## src/rtl/fsm_pkg.sv

```systemverilog
// Shared definitions for the func issue path: func word field layout,
// opcode values and the issue FSM state encoding.
package fsm_pkg;
  localparam int FUNC_W  = 25;
  localparam int OP_MSB  = 24;
  localparam int OP_LSB  = 22;
  localparam int RX_MSB  = 21;
  localparam int RX_LSB  = 19;
  localparam int RY_MSB  = 18;
  localparam int RY_LSB  = 16;
  localparam int IMM_MSB = 15;
  localparam int IMM_LSB = 0;

  localparam logic [2:0] OP_LOAD = 3'b000;
  localparam logic [2:0] OP_MOVE = 3'b001;
  localparam logic [2:0] OP_ADD  = 3'b010;
  localparam logic [2:0] OP_XOR  = 3'b011;

  typedef enum logic [1:0] {
    S_IDLE  = 2'd0,
    S_FETCH = 2'd1,
    S_ISSUE = 2'd2,
    S_WAIT  = 2'd3
  } state_t;

  // Every defined opcode has op[2]=0; the upper half of the space is reserved.
  function automatic logic op_reserved(input logic [2:0] op);
    return op[2];
  endfunction
endpackage

```

## src/rtl/func_fifo.sv

```systemverilog
// Synchronous FIFO for buffered func words. Head word is readable
// combinationally, so it is valid during the cycle it is popped.
module func_fifo #(
  parameter int DEPTH = 8,
  parameter int W     = 25
) (
  input  logic                     clk,
  input  logic                     resetn,
  input  logic                     wr_en,
  input  logic [W-1:0]             wr_data,
  input  logic                     rd_en,
  output logic [W-1:0]             rd_data,
  output logic [$clog2(DEPTH):0]   count,
  output logic                     full,
  output logic                     empty
);
  localparam int AW = $clog2(DEPTH);

  logic [DEPTH-1:0][W-1:0] mem;
  logic [AW-1:0]           wr_ptr, rd_ptr;
  logic                    push, pop;

  // full is the pre-edge value, so a write racing a pop on a full FIFO drops.
  assign full    = (count == (AW+1)'(DEPTH));
  assign empty   = (count == '0);
  assign push    = wr_en && !full;
  assign pop     = rd_en && !empty;
  assign rd_data = mem[rd_ptr];

  // Storage array; contents need no reset since count gates visibility.
  always_ff @(posedge clk) begin
    if (push) mem[wr_ptr] <= wr_data;
  end

  // Pointers wrap naturally at DEPTH (power of two); count tracks occupancy.
  always_ff @(posedge clk or negedge resetn) begin
    if (!resetn) begin
      wr_ptr <= '0;
      rd_ptr <= '0;
      count  <= '0;
    end else begin
      if (push) wr_ptr <= wr_ptr + 1'b1;
      if (pop)  rd_ptr <= rd_ptr + 1'b1;
      unique case ({push, pop})
        2'b10:   count <= count + 1'b1;
        2'b01:   count <= count - 1'b1;
        default: ;
      endcase
    end
  end
endmodule

```

## src/rtl/func_issuer.sv

```systemverilog
// Func word issuer: buffers host func words and hands them one at a time
// to the control FSM, waiting for the datapath's done between words.
// Optional watchdog on the WAIT state: define FUNC_ISSUER_TIMEOUT_EN.
module func_issuer
  import fsm_pkg::*;
#(
  parameter int DEPTH     = 8,
  parameter int FUNC_W    = 25,
  parameter int TO_CYCLES = 64
) (
  input  logic                       clk,
  input  logic                       resetn,
  input  logic                       wr_en,
  input  logic [FUNC_W-1:0]          wr_func,
  output logic                       full,
  output logic [$clog2(DEPTH):0]     count,
  input  logic                       run,
  output logic [FUNC_W-1:0]          func,
  output logic                       new_func,
  input  logic                       done,
  output logic                       busy,
  output logic                       illegal_op,
  output logic [15:0]                issued
`ifdef FUNC_ISSUER_TIMEOUT_EN
  , output logic                     timeout
`endif
);
  if (DEPTH < 2 || (DEPTH & (DEPTH - 1)) != 0) begin : g_chk_depth
    $error("func_issuer: DEPTH must be a power of two >= 2");
  end
  if (TO_CYCLES < 1) begin : g_chk_to
    $error("func_issuer: TO_CYCLES must be >= 1");
  end

  state_t              state, state_n;
  logic [FUNC_W-1:0]   head;
  logic                empty, pop;
  logic                head_bad;

  func_fifo #(.DEPTH(DEPTH), .W(FUNC_W)) u_fifo (
    .clk     (clk),
    .resetn  (resetn),
    .wr_en   (wr_en),
    .wr_data (wr_func),
    .rd_en   (pop),
    .rd_data (head),
    .count   (count),
    .full    (full),
    .empty   (empty)
  );

  assign head_bad = op_reserved(head[OP_MSB:OP_LSB]);
  assign new_func = (state == S_ISSUE);
  assign busy     = (state == S_ISSUE) || (state == S_WAIT);

`ifdef FUNC_ISSUER_TIMEOUT_EN
  localparam int TO_W = $clog2(TO_CYCLES + 1);
  localparam logic [TO_W-1:0] TO_LIM = TO_W'(TO_CYCLES);
  logic [TO_W-1:0] wait_cnt;
  logic            expired;

  // Expiry loses to a same-cycle done: that instruction completed.
  assign expired = (state == S_WAIT) && (wait_cnt == TO_LIM) && !done;
  assign timeout = expired;

  // Count WAIT cycles; cleared while in ISSUE so it starts at zero on entry.
  always_ff @(posedge clk or negedge resetn) begin
    if (!resetn)                wait_cnt <= '0;
    else if (state == S_ISSUE)  wait_cnt <= '0;
    else if (state == S_WAIT)   wait_cnt <= wait_cnt + 1'b1;
  end
`else
  logic expired;
  assign expired = 1'b0;
`endif

  // Next state, FIFO pop and illegal-op strobe.
  always_comb begin
    state_n    = state;
    pop        = 1'b0;
    illegal_op = 1'b0;
    unique case (state)
      S_IDLE:  if (run && !empty) state_n = S_FETCH;
      S_FETCH: begin
        pop = 1'b1;
        if (head_bad) begin
          illegal_op = 1'b1;
          state_n    = S_IDLE;
        end else begin
          state_n    = S_ISSUE;
        end
      end
      S_ISSUE: state_n = S_WAIT;
      S_WAIT:  if (done || expired) state_n = S_IDLE;
      default: state_n = S_IDLE;
    endcase
  end

  // State, presented func word and issue counter.
  always_ff @(posedge clk or negedge resetn) begin
    if (!resetn) begin
      state  <= S_IDLE;
      func   <= '0;
      issued <= '0;
    end else begin
      state <= state_n;
      if (state == S_FETCH && !head_bad) func <= head;
      if (state == S_ISSUE) issued <= issued + 16'd1;
    end
  end
endmodule

```

## config.mk

```make
export PLATFORM = sky130hd
export DESIGN_NAME = func_issuer
export DESIGN_NICKNAME = d
export VERILOG_FILES = /design/src/rtl/fsm_pkg.sv /design/src/rtl/func_fifo.sv /design/src/rtl/func_issuer.sv
export SDC_FILE = /design/constraint.sdc
export NUM_CORES = 1
export LEC_CHECK = 0
export ABC_AREA = 1
export BUFFER_PORTS_ARGS = -buffer_cell sky130_fd_sc_hd__buf_4
export CORE_UTILIZATION = 47
export DETAILED_ROUTE_END_ITERATION = 10
export PLACE_DENSITY = 0.65
export SLEW_MARGIN = 20
export SYNTH_ARGS = -nofsm -noshare
export SYNTH_HDL_FRONTEND = slang
export SYNTH_SLANG_ARGS = --single-unit
```

## constraint.sdc

```tcl
create_clock -name clk -period 5.3 [get_ports clk]
set_clock_uncertainty 0.1 [all_clocks]
set_input_delay 1.06 -clock clk [delete_from_list [all_inputs] [get_ports clk]]
set_output_delay 1.06 -clock clk [all_outputs]
set_load 0.005 [all_outputs]
```

==> impl_metrics.json <==
{
  "rr_worst_depth": 6,
  "numCtsBuffers": 26,
  "row_count": 56,
  "cpPeakStageDelay_ns": 0.70,
  "area_growth_pct": 14.6,
  "cts_root_buffer": "clkbuf_16",
  "wirelength_mm": 25.1,
  "hp-start": "func[5]",
  "critPathMaxFanout": 27,
  "cts_resized": 0,
  "critical_path.top_delay_family": "buffers and inverters",
  "place_ws_ns": 1.75,
  "regArea_um2": 7330,
  "die_h_um": 156,
  "maxSlewViolCount": 0,
  "post_cts_buffers": 0,
  "wl_per_cell_um": 16.0,
  "cts_hold_buf": 0,
  "fp.coreArea_um2": 23400,
  "worstSetupStartpoint": "u_fifo.rd_ptr[2]",
  "crit_buf_inv": 3,
  "grt_pass1_vias": 7014,
  "r2r_slack_ns": 2.54,
  "path_cells": "buf_4, clkinv_1, nand3_1, nand2_2, nor3_1, buf_4",
  "gp_congestion": 0.806,
  "ios": 79,
  "setup_violations": 0,
  "cp.arrival_ns": 2.98,
  "ys_warn_count": 0,
  "drc": 0,
  "cap_viol_max_count": 0,
  "p_per_area_nw_per_um2": 531,
  "ys_ff_latch": 253,
  "worstHoldPathType": "flop to flop",
  "max-slew-margin-rel_pct": 39.9,
  "crit_slowest_cell": "clkinv_1",
  "met2_usage_pct": 32.1,
  "grt_max_degree": 77,
  "clk_latency_ns": 0.52,
  "die-area_um2": 24500,
  "drt_iter0_drc": 689,
  "cts_tree": "yes",
  "clk_path_buf_depth": 3,
  "top_usage_layer": "met2",
  "netlist_area_um2": 11200,
  "tns_ns": 0,
  "critical_path_depth": 6,
  "hold_viol": 0,
  "status": "finished clean",
  "post-dp-hpwl_mm": 16.0,
  "multiInputGateArea_um2": 2790,
  "start_util_pct": 47.9,
  "vias": 7548,
  "critPathCaptureType": "primary output",
  "post_route_cells_drive_above_1_share_pct": 12.1,
  "async_reset_ff_share_pct": 20.9,
  "finalCriticalPeriod_ns": 4.14,
  "cp_common_cell": "buf_4",
  "rsz0062_at_grt": "no",
  "critPathKind": "flop to primary output",
  "die_x_um": 156,
  "grt_usage_pct": 21.2,
  "h-tree-depth": 1,
  "max_freq_ghz": 0.242,
  "viasPerCell": 4.81,
  "yosysSeqAreaShare_pct": 65.4,
  "avgSynthCellArea_um2": 9.73,
  "met1_usage_pct": 32.1,
  "ant_nets": 0,
  "clock-sinks": 253,
  "antenna_found_initial": 0,
  "setup_ws_ns": 1.16,
  "synth_edf_count": 200,
  "r2r_start": "u_fifo.rd_ptr[2]",
  "ys_types": 30,
  "power_leakage_nw": 6.13,
  "syn_nets": 1189,
  "cp.required_ns": 4.14,
  "synth_flop_cell": "edfxtp_1",
  "grt.met3_usage_pct": 3.27,
  "whs_ns": 0.375,
  "worst_slew_pin_slew_ns": 0.902,
  "dr.pass1.iters": 5,
  "fin_crit_sh_pct": 78.1,
  "ir_drop_mv": 0.197,
  "grt-ovfl-total": 0,
  "n_fill_cell": 2050,
  "crit_end": "illegal_op",
  "startpoint_type": "flop",
  "syn_inst": 1153,
  "clkTransAtPathRegs_ns": 0.06,
  "port_buffers": 78,
  "nNetsFinal": 1264,
  "grt_pass1_wl_mm": 39.2
}
[layout make-up]
type	instances	share of cell area [%]
multi-input cells	630	21.7
flip-flops and latches	253	57.1
clock inverters	7	0.273
diodes	1	0.0195
inverters	225	6.57
repair buffers	92	5.37
clock buffers	41	5.90
well taps	319	3.11
[cells in the mapped netlist, types with 3 or more instances]
| master | n | share of area [%] |
|---|---|---|
| o21ai_0 | 6 | 0.27 |
| dfrtp_1 | 53 | 12 |
| buf_2 | 23 | 1.0 |
| buf_4 | 8 | 0.54 |
| nor3_1 | 3 | 0.13 |
| inv_2 | 4 | 0.13 |
| xnor2_1 | 7 | 0.55 |
| ha_1 | 6 | 0.67 |
| xor2_1 | 10 | 0.78 |
| buf_6 | 6 | 0.60 |
| nor2_1 | 22 | 0.74 |
| nand3_1 | 133 | 5.9 |
| clkbuf_1 | 5 | 0.17 |
| edfxtp_1 | 200 | 54 |
| nand2_1 | 427 | 14 |
| buf_1 | 3 | 0.10 |
| inv_1 | 220 | 7.4 |
[report_power, final]
group	internal, mW	switching (mW)	total, mW
sequential	2.54	0.201	2.74
combinational	0.750	1.62	2.37
clock	0.978	0.730	1.71
[tightest hold or removal path: cells and delay by family, from the launching register on]
family	cells	cell delay, ns
flops	1	0.34
simple gates	2	0.11
[flip-flops by register name, indices dropped and copies added (netlist names), named ones only]
signal	cells
u_fifo.count	4
issued	16
u_fifo.mem	200
state	1
func	25
u_fifo.rd_ptr	3
u_fifo.wr_ptr	3
[metal layers]
layer  part of all wire, %  routed length [um]
met1                    49               12300
met2                    44               11100
met3                   6.0                1500
met4                   1.1                 265
met5                     0                   0
[cells by family after synthesis]
logic type | synth area share (%)
AND/OR/NAND/NOR | 22.2
AO/OA/AOI/OAI | 0.424
flip-flops | 65.4
XOR/XNOR | 1.33
buffers and inverters | 9.96
adder cells (fa/ha/maj) | 0.669
[through the flow]
stage | total power [mW] | area (um2) | util (%) | cells
CTS | 6.86 | 12800 | 54.9 | 1567
detailed placement | 5.14 | 12100 | 51.5 | 1519
finish | 6.82 | 12900 | 54.9 | 1568
floorplan | 4.36 | 11200 | - | 1153
global route | 7.25 | 12800 | 54.9 | 1567
global placement | 5.11 | 12100 | 51.5 | 1519
[placed cells by master, fill, tap and decap left out, types with 3 or more instances in the layout]
cell type,n
buf_4,92
clkbuf_1,11
clkbuf_16,27
clkbuf_8,3
clkinv_1,3
clkinv_2,4
dfrtp_1,51
edfxtp_1,200
ha_1,6
inv_1,220
inv_2,4
nand2_1,427
nand3_1,133
nor2_1,14
nor2_2,10
nor3_1,3
o21ai_0,6
xnor2_1,7
xor2_1,10
[worst min path at each step]
stage | slack [ns] | cells past startpoint | to
floorplan | 0.36 | 2 | func[15]
global placement | 0.36 | 2 | func[0]
detailed placement | 0.36 | 2 | func[4]
CTS | 0.38 | 2 | func[4]
global route | 0.39 | 2 | func[9]
finish | 0.37 | 2 | func[5]
(Power assumes the default switching activity.)
